$ cat config.mk
export PLATFORM = sky130hd
export DESIGN_NAME = psum_requantizer
export DESIGN_NICKNAME = d
export VERILOG_FILES = /design/src/rtl/psum_requantizer.sv
export SDC_FILE = /design/constraint.sdc
export NUM_CORES = 1
export LEC_CHECK = 0
export CAP_MARGIN = 20
export CORE_ASPECT_RATIO = 1.25
export CORE_MARGIN = 2
export CORE_UTILIZATION = 23
export CTS_BUF_LIST = sky130_fd_sc_hd__clkbuf_16
export DETAILED_ROUTE_END_ITERATION = 8
export SLEW_MARGIN = 10
export SYNTH_ARGS = -nofsm -noshare
export SYNTH_HDL_FRONTEND = slang
export SYNTH_SLANG_ARGS = --single-unit
$ cat constraint.sdc
create_clock -name clk -period 11.4 [get_ports clk]
set_input_delay 2.28 -clock clk [delete_from_list [all_inputs] [get_ports clk]]
set_output_delay 2.28 -clock clk [all_outputs]
set_load 0.03 [all_outputs]
$ cat src/rtl/psum_requantizer.sv
// Accumulates MAC partial sums per output pixel, rounds/shifts/saturates the result
// and queues it in a small FIFO towards ODS. Optional saturation counter: SAT_COUNT_EN.
module psum_requantizer #(
    parameter int ACCUMULATION_WIDTH = 32,
    parameter int IO_DATA_WIDTH      = 16,
    parameter int FIFO_DEPTH         = 4,
    parameter int SHIFT_WIDTH        = 5
) (
    input  logic                                 clk,
    input  logic                                 arst_n_in,
    input  logic                                 clear,
    input  logic [SHIFT_WIDTH-1:0]               shift_amt,
    input  logic                                 in_valid,
    output logic                                 in_ready,
    input  logic signed [ACCUMULATION_WIDTH-1:0] in_data,
    input  logic                                 in_first,
    input  logic                                 in_last,
    output logic                                 out_valid,
    input  logic                                 out_ready,
    output logic signed [IO_DATA_WIDTH-1:0]      out_data
`ifdef SAT_COUNT_EN
    ,
    output logic [15:0]                          sat_count
`endif
);

    localparam int AW = ACCUMULATION_WIDTH;
    localparam int IW = IO_DATA_WIDTH;
    localparam int PW = $clog2(FIFO_DEPTH);

    localparam logic signed [AW-1:0] ACC_MAX = {1'b0, {(AW-1){1'b1}}};
    localparam logic signed [AW-1:0] ACC_MIN = {1'b1, {(AW-1){1'b0}}};
    localparam logic signed [IW-1:0] OUT_MAX = {1'b0, {(IW-1){1'b1}}};
    localparam logic signed [IW-1:0] OUT_MIN = {1'b1, {(IW-1){1'b0}}};
    localparam logic signed [AW:0]   RND_ONE = 1;
    localparam logic [PW-1:0]        PTR_ONE = 1;
    localparam logic [PW:0]          CNT_ONE = 1;
    localparam logic [PW:0]          CNT_FULL = FIFO_DEPTH[PW:0];

    logic signed [AW-1:0] acc;
    logic signed [AW-1:0] base;
    logic [AW:0]          add_w;
    logic signed [AW-1:0] sum;
    logic [31:0]          sh_eff;
    logic signed [AW:0]   sum_ext;
    logic signed [AW:0]   rnd;
    logic signed [AW:0]   r;
    logic [AW-IW+1:0]     hi;
    logic                 q_sat;
    logic signed [IW-1:0] q;

    logic signed [IW-1:0] mem [FIFO_DEPTH];
    logic [PW-1:0]        rd_ptr;
    logic [PW-1:0]        wr_ptr;
    logic [PW-1:0]        rd_next;
    logic [PW:0]          count;
    logic [PW:0]          cnt_next;
    logic signed [IW-1:0] out_data_q;
    logic signed [IW-1:0] head_next;
    logic                 accept;
    logic                 push;
    logic                 pop;

    // Handshake: a beat transfers on in_valid && in_ready, a result leaves on
    // out_valid && out_ready; clear overrides both in the same cycle.
    assign in_ready  = (count != CNT_FULL);
    assign out_valid = (count != '0);
    assign out_data  = out_data_q;
    assign accept    = in_valid && in_ready && !clear;
    assign push      = accept && in_last;
    assign pop       = out_valid && out_ready && !clear;

    always_comb begin
        base  = in_first ? '0 : acc;
        add_w = {base[AW-1], base} + {in_data[AW-1], in_data};
        if (add_w[AW] != add_w[AW-1]) begin
            sum = add_w[AW] ? ACC_MIN : ACC_MAX;
        end else begin
            sum = add_w[AW-1:0];
        end

        sh_eff  = (32'(shift_amt) >= 32'(AW)) ? 32'(AW - 1) : 32'(shift_amt);
        // One extra bit keeps the rounding bias from overflowing at large sums.
        sum_ext = {sum[AW-1], sum};
        rnd     = (sh_eff == 32'd0) ? '0 : (RND_ONE << (sh_eff - 32'd1));
        r       = (sum_ext + rnd) >>> sh_eff;

        hi    = r[AW:IW-1];
        q_sat = !((&hi) || !(|hi));
        q     = q_sat ? (r[AW] ? OUT_MIN : OUT_MAX) : r[IW-1:0];
    end

    always_comb begin
        rd_next = pop ? (rd_ptr + PTR_ONE) : rd_ptr;
        case ({push, pop})
            2'b10:   cnt_next = count + CNT_ONE;
            2'b01:   cnt_next = count - CNT_ONE;
            default: cnt_next = count;
        endcase
        // A lone new entry is not in mem yet, so it is forwarded straight to the head.
        if (cnt_next == '0) begin
            head_next = out_data_q;
        end else if (push && (cnt_next == CNT_ONE)) begin
            head_next = q;
        end else begin
            head_next = mem[rd_next];
        end
    end

    always_ff @(posedge clk) begin
        if (push) begin
            mem[wr_ptr] <= q;
        end
    end

    always_ff @(posedge clk or negedge arst_n_in) begin
        if (!arst_n_in) begin
            acc        <= '0;
            rd_ptr     <= '0;
            wr_ptr     <= '0;
            count      <= '0;
            out_data_q <= '0;
        end else if (clear) begin
            acc    <= '0;
            rd_ptr <= '0;
            wr_ptr <= '0;
            count  <= '0;
        end else begin
            if (accept) begin
                acc <= in_last ? '0 : sum;
            end
            if (push) begin
                wr_ptr <= wr_ptr + PTR_ONE;
            end
            rd_ptr     <= rd_next;
            count      <= cnt_next;
            out_data_q <= head_next;
        end
    end

`ifdef SAT_COUNT_EN
    always_ff @(posedge clk or negedge arst_n_in) begin
        if (!arst_n_in) begin
            sat_count <= '0;
        end else if (clear) begin
            sat_count <= '0;
        end else if (push && q_sat && (sat_count != 16'hFFFF)) begin
            sat_count <= sat_count + 16'd1;
        end
    end
`endif

endmodule

==> flow_metrics.tcl <==
set metrics [dict create \
    status "completed" \
    area_growth_pct 34.8 \
    final_common_cell "buf_4" \
    synth.mux.area_fraction_pct 7.49 \
    worst_r2r_endpoint "mem[2][12]" \
    drc 0 \
    fillers 5346 \
    leakagePower_nw 6.69 \
    hpwl_microns 33600 \
    antenna_found_initial 0 \
    rows 92 \
    grt_usage_pct 16.0 \
    layout_common_cells "buf_4, nand2_1, nor2_1, o21ai_0, a21oi_1" \
    die_x_microns 206 \
    worst_clock_skew_ps 11.7 \
    tightestPinTransition_ps 1060 \
    numClockSinks 119 \
    synth_adder_area_share_pct 8.31 \
    n_antenna_cell 0 \
    holdCritPathClass "reg2reg" \
    yosysSeqAreaShare_pct 28.2 \
    whs_path_depth 1 \
    synth.avg_cell_area_sq_um 8.52 \
    p_per_area_mw_per_mm2 139 \
    place_ws_ps -579 \
    period_minus_slack_ps 10900 \
    syn_area_sq_mm 0.0117 \
    critPathMaxFanout 13 \
    dieArea_sq_mm 0.0528 \
    path_common_cell "buf_4" \
    clk_pin_slew_ps 60 \
    ys.flop_type "edfxtp_1" \
    slowest_delay_ps 540 \
    slew_viol_final 0 \
    ys_async_sr_fraction_pct 46.2 \
    ant_nets 0 \
    yosysWarnings 0 \
    reg2reg_from "acc[1]" \
    cap_violations 0 \
    cp.required_ps 11570 \
    first_global_vias 12200 \
    wire_per_inst_microns 18.1 \
    min-delay-start "acc[3]" \
    syn_nets 1495 \
    start_util_pct 23.2 \
    drtIter0Drc 737 \
    holdPathEnd "acc[3]" \
    io_buffers 61 \
    synth_cells 1375 \
    ys_types 92 \
    fmax_mhz 91.7 \
    r2r_setup_slack_ps 2540 \
    vias 12000 \
    slowest_stage "or4_4" \
    start_kind "input pin" \
    synth_simple_gate_area_share_pct 21.3 \
    synth_edf_count 64 \
    worstSetupPathType "in2reg" \
    core_sq_mm 0.0504 \
    grt_pass1_wl_microns 66800 \
    grt_max_degree 56 \
    max_slew_margin_pct 29.3 \
    hold_buffers 0 \
    via_per_inst 5.14 \
    end_kind "flop" \
    cts_tree "done" \
    synth_top_family_by_area "compound AO/OA/AOI/OAI gates" \
    hold_violations 0 \
    setup_viol 0 \
    clk_path_buf_depth 2 \
    grt_overflow 0 \
    cts_root_buf "clkbuf_16" \
    ys_ff_latch 119 \
    reg2reg_depth 41 \
    fin_crit_sh_pct 95.7 \
    cts_buffers 17 \
    routabilityCongestion 0.930 \
    io_pins 62 \
    worstPathArrival_ps 11080 \
    cts.htree.levels 4 \
    drive_above_1_share_pct 25.1 \
    wl_microns 42400 \
    clock_latency_ps 440 \
    fin_ws_ps 496 \
    synthXorXnorAreaFrac_pct 4.11 \
    synth_compound_area_share_pct 26.9 \
    ir_worst_vdd_mv 0.0725 \
    finalPower_w 0.00220 \
    die_height_microns 256 \
    nNetsFinal 1792 \
    firstDrtPassIters 5 \
]
-- worst max-delay path: cells and delay by family --
kind	cells	cell delay, ps
AO/OA/AOI/OAI	18	3770
adder cells (fa/ha/maj)	4	1190
buffers and inverters	10	1650
AND/OR/NAND/NOR	11	2170
-- where the power goes --
part	switching, W	internal, W
Sequential	0.0000213	0.000514
Combinational	0.000623	0.000511
Clock	0.000213	0.000318
Total	0.000857	0.00134
-- synth_stat cells, types with 10 or more instances --
cell type	number	area, sq um
mux2_2	11	124
ha_1	73	913
nor2b_1	44	275
o221ai_1	15	131
nand3_1	40	200
mux4_2	17	383
dfrtp_1	55	1380
a21oi_1	82	410
edfxtp_1	64	1920
a221o_1	15	150
nor2_1	136	510
nor3_1	33	165
and2_1	15	93.8
xor2_1	27	236
a211oi_1	19	143
o21ai_1	10	50.1
a21o_1	23	173
xnor2_1	28	245
or3_1	11	68.8
nand4_1	26	163
a31oi_1	17	106
o211ai_1	16	120
clkbuf_1	47	176
buf_1	15	56.3
nand2_1	147	552
inv_1	30	113
a22o_1	15	131
a22oi_1	15	113
o31ai_1	14	105
mux2i_1	34	340
o21ai_0	85	425
-- registers in the layout, summed over array words and instances, names as in the netlist --
signal / count
mem: 64
acc: 32
out_data: 16
count: 3
rd_ptr: 2
wr_ptr: 2
-- through the flow --
step           hold WS (ps)  cells  util (%)  area [sq um]  setup TNS (ps)
6_report                479   2342      31.3         15800               0
5_1_grt                 511   2342      31.3         15800           -9.89
4_1_cts                 482   2336      30.9         15600               0
3_5_place_dp            469   2304      29.8         15000          -34030
3_3_place_gp            465   2304      29.8         15000          -35010
2_1_floorplan           442   1375         -         11700               0
-- kinds of logic after synthesis --
group / Yosys count
and+or+nand+nor: 510
xor gates and xnor gates: 55
muxes: 64
adders and majority gates: 76
AOI/OAI and AO/OA: 445
DFF: 119
buffers and inverters: 106
-- repair_timing --
item,CTS,global route
setup endpoints to repair,52,75
pin swaps,1,16
endpoints found under the hold margin,0,0
gates resized for setup,3,38
setup buffers,0,6
gates cloned,1,0
-- how the worst max path moves through the flow --
stage	startpoint	to	slack, ps	cells after the start
2_1_floorplan	in_first	mem[0][9]	480	38
3_3_place_gp	in_first	mem[2][9]	-570	41
3_5_place_dp	in_first	mem[1][10]	-580	41
4_1_cts	in_first	out_data[3]	20	42
5_1_grt	in_first	mem[2][9]	-2	43
6_report	in_first	mem[2][12]	500	43
-- layer usage --
layer  part of all wire [%]  GRT usage (%)  vias up
met5                      0              0        -
met4                    3.8           6.71        0
met3                    4.0           2.28       85
met2                     48           26.9      339
met1                     44           20.2     5764
li1                       -              -     5853
-- area by class of cell --
class	count	area [sq um]	area share, %
clock inverter	14	136	0.864
inverter	31	116	0.737
tap	658	823	5.22
multi-input combinational	1151	8170	51.7
sequential	119	3300	20.9
clock buffer	17	425	2.69
timing repair buffer	352	2820	17.9
Note: power is estimated with default switching activity, not from simulation.
